`src/rtl/wb_regfile.sv`:
```
`default_nettype none
// ============================================================================
// Module      : wb_regfile
// Description : MIPS writeback stage and 32x32 general-purpose register file.
//               Decodes the WB target, extends load data, writes the register
//               file and counts retired (non-bubble) instructions.
//               Optional macro WB_BYPASS_EN enables write-through bypass
//               on both read ports.
// Revision    : 1.0 - initial release
// ============================================================================
module wb_regfile #(
  parameter int          NREG     = 32,
  parameter logic [31:0] PC_RESET = 32'h0000_3000
) (
  input  logic        Clk,
  input  logic        Reset,
  input  logic [31:0] IR_W,
  input  logic [31:0] PC4_W,
  input  logic [31:0] AO_W,
  input  logic [31:0] DR_W,
  input  logic        movz_W,
  input  logic        bge_W,
  input  logic [4:0]  RA1,
  input  logic [4:0]  RA2,
  output logic [31:0] RD1,
  output logic [31:0] RD2,
  output logic        WE_W,
  output logic [4:0]  WA_W,
  output logic [31:0] WD_W,
  output logic [31:0] RETIRED
);

  // Primary opcodes
  localparam logic [5:0] c_OP_SPECIAL = 6'h00;
  localparam logic [5:0] c_OP_REGIMM  = 6'h01;
  localparam logic [5:0] c_OP_JAL     = 6'h03;
  localparam logic [5:0] c_OP_ADDIU   = 6'h09;
  localparam logic [5:0] c_OP_SLTI    = 6'h0A;
  localparam logic [5:0] c_OP_ORI     = 6'h0D;
  localparam logic [5:0] c_OP_LUI     = 6'h0F;
  localparam logic [5:0] c_OP_LB      = 6'h20;
  localparam logic [5:0] c_OP_LH      = 6'h21;
  localparam logic [5:0] c_OP_LW      = 6'h23;
  localparam logic [5:0] c_OP_LBU     = 6'h24;
  localparam logic [5:0] c_OP_LHU     = 6'h25;
  // SPECIAL function codes
  localparam logic [5:0] c_FN_SLL     = 6'h00;
  localparam logic [5:0] c_FN_JALR    = 6'h09;
  localparam logic [5:0] c_FN_MOVZ    = 6'h0A;
  localparam logic [5:0] c_FN_ADDU    = 6'h21;
  localparam logic [5:0] c_FN_SUBU    = 6'h23;
  localparam logic [5:0] c_FN_AND     = 6'h24;
  localparam logic [5:0] c_FN_OR      = 6'h25;
  localparam logic [5:0] c_FN_SLT     = 6'h2A;
  // REGIMM rt code for the bgezal class; link register
  localparam logic [4:0] c_RT_BGEZAL  = 5'h11;
  localparam logic [4:0] c_REG_RA     = 5'd31;

  logic [31:0] r_regs [NREG];
  logic [31:0] r_retired;

  logic [5:0]  w_op;
  logic [5:0]  w_fn;
  logic [4:0]  w_rt;
  logic [4:0]  w_rd;
  logic [31:0] w_link;
  logic [7:0]  w_byte;
  logic [15:0] w_half;
  logic        w_wr;
  logic [4:0]  w_wa;
  logic [31:0] w_wd;
  logic [31:0] w_rf1;
  logic [31:0] w_rf2;
  logic        w_unused_ok;

  assign w_op   = IR_W[31:26];
  assign w_rt   = IR_W[20:16];
  assign w_rd   = IR_W[15:11];
  assign w_fn   = IR_W[5:0];
  // Link value: address of the instruction after the delay slot (wraps mod 2^32)
  assign w_link = PC4_W + 32'd4;
  // Halfword lane chosen by address bit 1 (little-endian)
  assign w_half = AO_W[1] ? DR_W[31:16] : DR_W[15:0];

  // rs and shamt fields are not needed here; PC_RESET only documents bubbles
  assign w_unused_ok = ^{IR_W[25:21], IR_W[10:6], (PC4_W == PC_RESET)};

  // Byte lane select from the aligned memory word (little-endian)
  always_comb begin
    w_byte = DR_W[7:0];
    case (AO_W[1:0])
      2'd0:    w_byte = DR_W[7:0];
      2'd1:    w_byte = DR_W[15:8];
      2'd2:    w_byte = DR_W[23:16];
      default: w_byte = DR_W[31:24];
    endcase
  end

  // Writeback decode: target register, data and raw write request
  always_comb begin
    w_wr = 1'b0;
    w_wa = 5'd0;
    w_wd = AO_W;
    case (w_op)
      c_OP_SPECIAL: begin
        case (w_fn)
          c_FN_ADDU, c_FN_SUBU, c_FN_AND, c_FN_OR, c_FN_SLT, c_FN_SLL: begin
            w_wr = 1'b1;
            w_wa = w_rd;
          end
          c_FN_MOVZ: begin
            w_wr = movz_W;
            w_wa = w_rd;
          end
          c_FN_JALR: begin
            w_wr = 1'b1;
            w_wa = w_rd;
            w_wd = w_link;
          end
          default: ;
        endcase
      end
      c_OP_ORI, c_OP_ADDIU, c_OP_LUI, c_OP_SLTI: begin
        w_wr = 1'b1;
        w_wa = w_rt;
      end
      c_OP_LW: begin
        w_wr = 1'b1;
        w_wa = w_rt;
        w_wd = DR_W;
      end
      c_OP_LB: begin
        w_wr = 1'b1;
        w_wa = w_rt;
        w_wd = {{24{w_byte[7]}}, w_byte};
      end
      c_OP_LBU: begin
        w_wr = 1'b1;
        w_wa = w_rt;
        w_wd = {24'd0, w_byte};
      end
      c_OP_LH: begin
        w_wr = 1'b1;
        w_wa = w_rt;
        w_wd = {{16{w_half[15]}}, w_half};
      end
      c_OP_LHU: begin
        w_wr = 1'b1;
        w_wa = w_rt;
        w_wd = {16'd0, w_half};
      end
      c_OP_JAL: begin
        w_wr = 1'b1;
        w_wa = c_REG_RA;
        w_wd = w_link;
      end
      c_OP_REGIMM: begin
        if (w_rt == c_RT_BGEZAL) begin
          w_wr = bge_W;
          w_wa = c_REG_RA;
          w_wd = w_link;
        end
      end
      default: ;
    endcase
  end

  // $0 is hardwired: a write aimed at it is dropped and not advertised
  assign WE_W = w_wr && (w_wa != 5'd0);
  assign WA_W = w_wa;
  assign WD_W = w_wd;

  // Register file storage; cleared asynchronously, written on the rising edge
  always_ff @(posedge Clk or negedge Reset) begin
    if (!Reset) begin
      for (int i = 0; i < NREG; i++) begin
        r_regs[i] <= 32'd0;
      end
    end else if (WE_W) begin
      r_regs[WA_W] <= WD_W;
    end
  end

  // Retired-instruction counter; bubbles (IR_W == 0) are not counted
  always_ff @(posedge Clk or negedge Reset) begin
    if (!Reset) begin
      r_retired <= 32'd0;
    end else if (IR_W != 32'd0) begin
      r_retired <= r_retired + 32'd1;
    end
  end

  assign RETIRED = r_retired;

  // Combinational read of stored contents; $0 always reads zero
  always_comb begin
    w_rf1 = (RA1 == 5'd0) ? 32'd0 : r_regs[RA1];
    w_rf2 = (RA2 == 5'd0) ? 32'd0 : r_regs[RA2];
  end

`ifdef WB_BYPASS_EN
  // Write-through: a same-cycle WB write to the addressed register wins
  assign RD1 = (WE_W && (RA1 == WA_W)) ? WD_W : w_rf1;
  assign RD2 = (WE_W && (RA2 == WA_W)) ? WD_W : w_rf2;
`else
  // No bypass: the hazard unit stalls or forwards from WD_W externally
  assign RD1 = w_rf1;
  assign RD2 = w_rf2;
`endif

endmodule
`default_nettype wire

```
`config.mk`:
```
export PLATFORM = sky130hd
export DESIGN_NAME = wb_regfile
export DESIGN_NICKNAME = d
export VERILOG_FILES = /design/src/rtl/wb_regfile.sv
export SDC_FILE = /design/constraint.sdc
export NUM_CORES = 2
export LEC_CHECK = 0
export CAP_MARGIN = 20
export CORE_MARGIN = 2
export CORE_UTILIZATION = 30
export DETAILED_ROUTE_END_ITERATION = 16
export PLACE_DENSITY = 0.57
export SLEW_MARGIN = 20
export SYNTH_ARGS = -nofsm -noshare
export SYNTH_HDL_FRONTEND = slang
export SYNTH_SLANG_ARGS = --single-unit
export TNS_END_PERCENT = 1
```
`constraint.sdc`:
```
create_clock -name Clk -period 4.1 [get_ports Clk]
set_clock_uncertainty 0.2 [all_clocks]
set_input_delay 0.615 -clock Clk [delete_from_list [all_inputs] [get_ports Clk]]
set_output_delay 0.615 -clock Clk [all_outputs]
set_load 0.05 [all_outputs]
```
# == Word level (Yosys, flattened, before mapping) ==
# Cells that the tools add are included.
# totals
romBits,0
output_inout_bits,134
in_bits,142
mem_count,0
register_bits,1056
mem_bits_rw,0
latchBits,0
# op_classes
n_shift,0
n_eq_ne,21
n_div,0
mux,22
n_lt_le_gt_ge,4
n_reduce_logical,13
n_addsub,2
bitwise_logic,3
n_mul,0
# ops
cell,n
1024-bit bitwise mux,1
32-bit binary-select mux with 5-bit select,2
32-bit 2-to-1 mux,9
32-bit case mux with 8 select lines,1
32-bit demux with 5-bit select,1
6-bit equality test (second input constant),10
6-bit by 4-bit equality test with 1-bit output (second input constant),6
32-bit by 1-bit adder with 32-bit output (second input constant),1
32-bit by 3-bit adder with 32-bit output (second input constant),1
32-bit nonzero test,1
8-bit case mux with 3 select lines,1
5-bit case mux with 4 select lines,1
6-bit >= comparator (second input constant),3
5-bit inverter with 6-bit output,3
16-bit 2-to-1 mux,1
6-bit logical NOT,2
5-bit logical NOT,2
5-bit 2-to-1 mux,2
10-bit OR reduction,1
9-bit OR reduction,1
8-bit OR reduction,1
7-bit OR reduction,1
6-bit by 1-bit equality test with 1-bit output (second input constant),1
6-bit by 2-bit equality test with 1-bit output (second input constant),1
10 further kinds,11

# == Depth between registers and ports, before layout ==
# depth
word_depth,10
mapped_depth,11
ltp_nobuf,8

# == Worst setup path before layout ==
# OpenSTA, ideal clock, no wires.
# synth_timing
path_kind,input-to-output
start,input port RA1[0]
end,output port RD1[4]
required_ns,3.285
cell_stages,9
t_arrival_ns,3.627
path_slack_ns,-0.342
n_path_buf,5
path_cell_list,clkbuf_1 -> buf_2 -> buf_2 -> clkbuf_1 -> buf_1 -> mux2i_1 -> o221ai_1 -> a221oi_1 -> nor3_1
# synth_via
elab_chain_cells,5
word_cells_on_any_way,6
cone_classes,4 x mux; 1 x bitwise; 1 x reduce/logical
# synth_lines
element,line_no,source
start: declaration,23,"input logic [4:0] RA1,"
5-bit inverter with 6-bit output (implied by the code),197,w_rf1 = (RA1 == 5'd0) ? 32'd0 : r_regs[RA1];
32-bit binary-select mux with 5-bit select,197,
32-bit 2-to-1 mux (implied by the code) (2 in a row),197,
32-bit 2-to-1 mux (*),197,
end: declaration,25,"output logic [31:0] RD1,"
# Every way passes the cells marked *; elsewhere a longest branch is shown, timed or not. The select of a mux whose other input is x is not followed.

# == Worst setup path in the final report ==
# layout_timing
start,input port PC4_W[6]
end,output port WD_W[20]
# layout_via
elab_chain_cells,3
word_cells_on_any_way,4
cone_classes,1 x add/sub; 3 x mux
# layout_lines
element,line_no,source
start: declaration,18,"input logic [31:0] PC4_W,"
32-bit by 3-bit adder with 32-bit output (*),81,assign w_link = PC4_W + 32'd4;
"32-bit 2-to-1 mux, on equally long branches","158, 106",
32-bit case mux with 8 select lines (*),104,case (w_op)
end: declaration,29,"output logic [31:0] WD_W,"
# Every way passes the cells marked *; elsewhere a longest branch is shown, timed or not.

==> key figures <==
Timing
  • Slew HR: 0.404
  • Final setup fails: 0
  • Worst-Margin Slew: 0.894 ns
  • Slew Limit Fails: 0
  • WHS: 0.201 ns
  • Final Hold Fails: 0
  • Fin crit period: 4.02 ns
  • Fmax: 0.249 GHz
  • PnR worst setup slack: 0.0845 ns
  • Fin crit share: 0.979
  • RSZ-0062 raised after global routing: yes

Power
  • P_leak: 33.0 nW
  • Clock power share: 0.419
  • Switch Pwr: 6.93 mW
  • Sw Share: 0.261
  • Pwr/cell area: 367 nW/um2
  • Combinational share of power: 0.152
  • Peak supply drop: 0.409 mV
  • Sequential power share: 0.429
  • Power Total: 26.6 mW
  • Internal power: 19.6 mW

Finish
  • Final Util: 0.376
  • Multi-input logic area: 30300 um2
  • Fin nets: 4298
  • Area grow syn2layout: 24.3%
  • Sequential Area: 26400 um2
  • Most frequent cells in the layout: dfrtp_1 (1056), mux2_2 (789), mux4_2 (553)
  • Share of layout cells above drive strength 1: 0.540
  • Commonest non-fill, non-tap cell in the layout: dfrtp_1
  • Fillers: 18000

Clocking
  • Inserted Clock Buffers: 114
  • Clock slew at reported path FFs: 0.06 ns
  • Clk_lat worst skew: 0.75 ns
  • CTS Sinks: 1056
  • CTS tree: built
  • Root Buffer: clkbuf_16
  • H-Tree Depth: 3
  • Clk buf depth: 3

GRT
  • First-pass GRT wire length: 293000 um
  • Vias in the first global route: 39600
  • Largest net degree at the start of global routing: 100
  • Initial antenna violation count: 6
  • Grt ovf: 0
  • GRT Overall Usage: 0.202

Setup path
  • Critical path's most frequent cell: buf_12
  • R2R Setup Slk: 1.65 ns
  • Buf/Inv on CP: 3
  • Crit path depth: 9
  • Worst EP required: 3.28 ns
  • Critical Path Sink: WD_W[20]
  • Worst r2r dst: RETIRED[31]
  • Crit-path leading delay family: simple AND/OR/NAND/NOR gates
  • CP Max Fanout: 13
  • FF-to-FF Start: RETIRED[2]
  • CP max stage delay: 0.63 ns
  • Crit path cell chain: clkdlybuf4s50_1 -> and4_1 -> nand2_1 -> or4_1 -> nor2_1 -> xnor2_1 -> o2111ai_4 -> buf_12 -> buf_12
  • Crit Path Class: in -> out
  • Crit end category: primary output
  • Depth of the most critical reg-to-reg path: 7
  • Crit path DAT: 3.20 ns
  • Crit path launch: PC4_W[6]
  • Slowest CP cell: or4_1
  • Startpoint Class: primary input

Placed design
  • HPWL Detailed: 133000 um
  • IO buf count: 275
  • RD Place Congestion: 0.925
  • Dpl ws: -0.300 ns

Floorplan
  • Die H: 444 um
  • I/O pin total: 276
  • Core footprint: 193000 um2
  • Total Die Area: 198000 um2
  • Initial Util: 0.302
  • Die Span X: 444 um
  • Row count: 161

Drt
  • Iter 0 DRT Violations: 2990
  • DRT antenna net count: 0
  • DRT Pass-1 Iters: 5
  • WL per Instance: 29.5 um
  • Vias/cell: 5.57
  • Via count: 37800
  • Post-Route WL: 200000 um
  • Residual DRC count: 0

Synth
  • Top FF cell, synth: dfrtp_1
  • Syn Inst Count: 3799
  • Post-synth EDFFs: 0
  • Synth Register Bits: 1056
  • Asr flop ratio synth: 1.00
  • Syn nets: 3943
  • Yosys cell types: 65
  • Cell Area, Synth: 58200 um2
  • Seq/Total Area, Yosys: 0.454
  • YS warnings: 0
  • Avg Synthesized Cell Area: 15.3 um2

Job
  • Max-cap violations: 0

Run status
  • Status: completed

Min path
  • Hold crit path type: reg -> reg
[worst min path at each step]
stage	cells past startpoint	from	to	slack [ns]
after CTS	0	r_regs[1005]	r_regs[1005]	0.20
after floorplan	0	Reset	RETIRED[0]	0.12
after global placement	0	r_regs[1001]	r_regs[1001]	0.18
after detailed placement	0	r_regs[1005]	r_regs[1005]	0.18
after global routing	0	r_regs[1005]	r_regs[1005]	0.21
final	0	r_regs[1010]	r_regs[1010]	0.20
[flip-flops by register name, summed over array words and instances (netlist names)]
name / flops
RETIRED: 32
r_regs: 1024
[synthesized netlist by cell type, types with 3 or more instances]
cell type / instances / area share
a211o_1: 17 / 0.0026
a211oi_1: 4 / 0.00052
a21oi_1: 19 / 0.0016
a221oi_1: 38 / 0.0057
a222oi_1: 8 / 0.0014
a22oi_1: 3 / 0.00039
and2_1: 6 / 0.00065
and3_1: 11 / 0.0012
and4_1: 4 / 0.00060
buf_1: 63 / 0.0041
buf_2: 86 / 0.0074
buf_6: 24 / 0.0046
clkbuf_1: 253 / 0.016
dfrtp_1: 1056 / 0.45
inv_1: 9 / 0.00058
mux2_1: 71 / 0.014
mux2_2: 789 / 0.15
mux2_4: 180 / 0.046
mux2i_1: 130 / 0.022
mux4_2: 553 / 0.21
nand2_1: 102 / 0.0066
nand2b_1: 4 / 0.00043
nand3_1: 27 / 0.0023
nand4_1: 11 / 0.0012
nor2_1: 81 / 0.0052
nor2b_1: 5 / 0.00054
nor3_1: 39 / 0.0034
nor3b_1: 3 / 0.00039
nor4_1: 12 / 0.0013
o2111ai_1: 14 / 0.0021
o211ai_1: 14 / 0.0018
o21ai_0: 3 / 0.00026
o221ai_1: 26 / 0.0039
o22ai_1: 23 / 0.0025
or2_1: 10 / 0.0011
or3_1: 5 / 0.00054
xnor2_1: 29 / 0.0044
xor2_1: 30 / 0.0045
[power groups by stage]
stage	clock, mW	combinational (mW)	sequential, mW
floorplan	0	2.37	11.4
global placement	0	4.06	11.5
detailed placement	0	4.09	11.6
CTS	11.4	4.10	11.4
global route	11.8	4.29	11.5
finish	11.1	4.05	11.4
[layer usage]
layer | GRT usage | share of wire
met4 | 0.0632 | 0.033
met5 | 0 | 0.000065
met2 | 0.338 | 0.49
met3 | 0.0280 | 0.049
met1 | 0.271 | 0.42
[stage by stage]
step	TNS, ns	instance area (um2)	std cells
after CTS	0	72300	6775
after global routing	-0.0380	72300	6780
after detailed placement	-21.65	68200	6559
after global placement	-17.90	68200	6559
after floorplan	-9.47	58200	3799
final	0	72300	6780
[logic make-up after synthesis]
family          share of synthesized area
compound gates                     0.0262
xor+xnor                          0.00888
fa+ha+maj                        0.000430
buf+inv                            0.0333
flops                               0.454
mux                                 0.449
simple gates                       0.0280
[timing repair]
item	in CTS	in global routing
endpoints found under the hold margin	42	0
hold buffers	1	0
cloned	0	0
pin swaps	2	3
setup buffers	3	1
endpoints found under the setup margin	25	8
gates resized for setup	9	11
[final cells by class]
type | instances | share of cell area
Antenna cell | 4 | 0.000138
Clock buffer | 173 | 0.0478
Clock inverter | 39 | 0.00808
Inverter | 11 | 0.000571
Multi-Input combinational cell | 2305 | 0.419
Sequential cell | 1056 | 0.365
Tap cell | 2526 | 0.0437
Timing Repair Buffer | 666 | 0.115
Note: power is estimated with default switching activity, not from simulation.
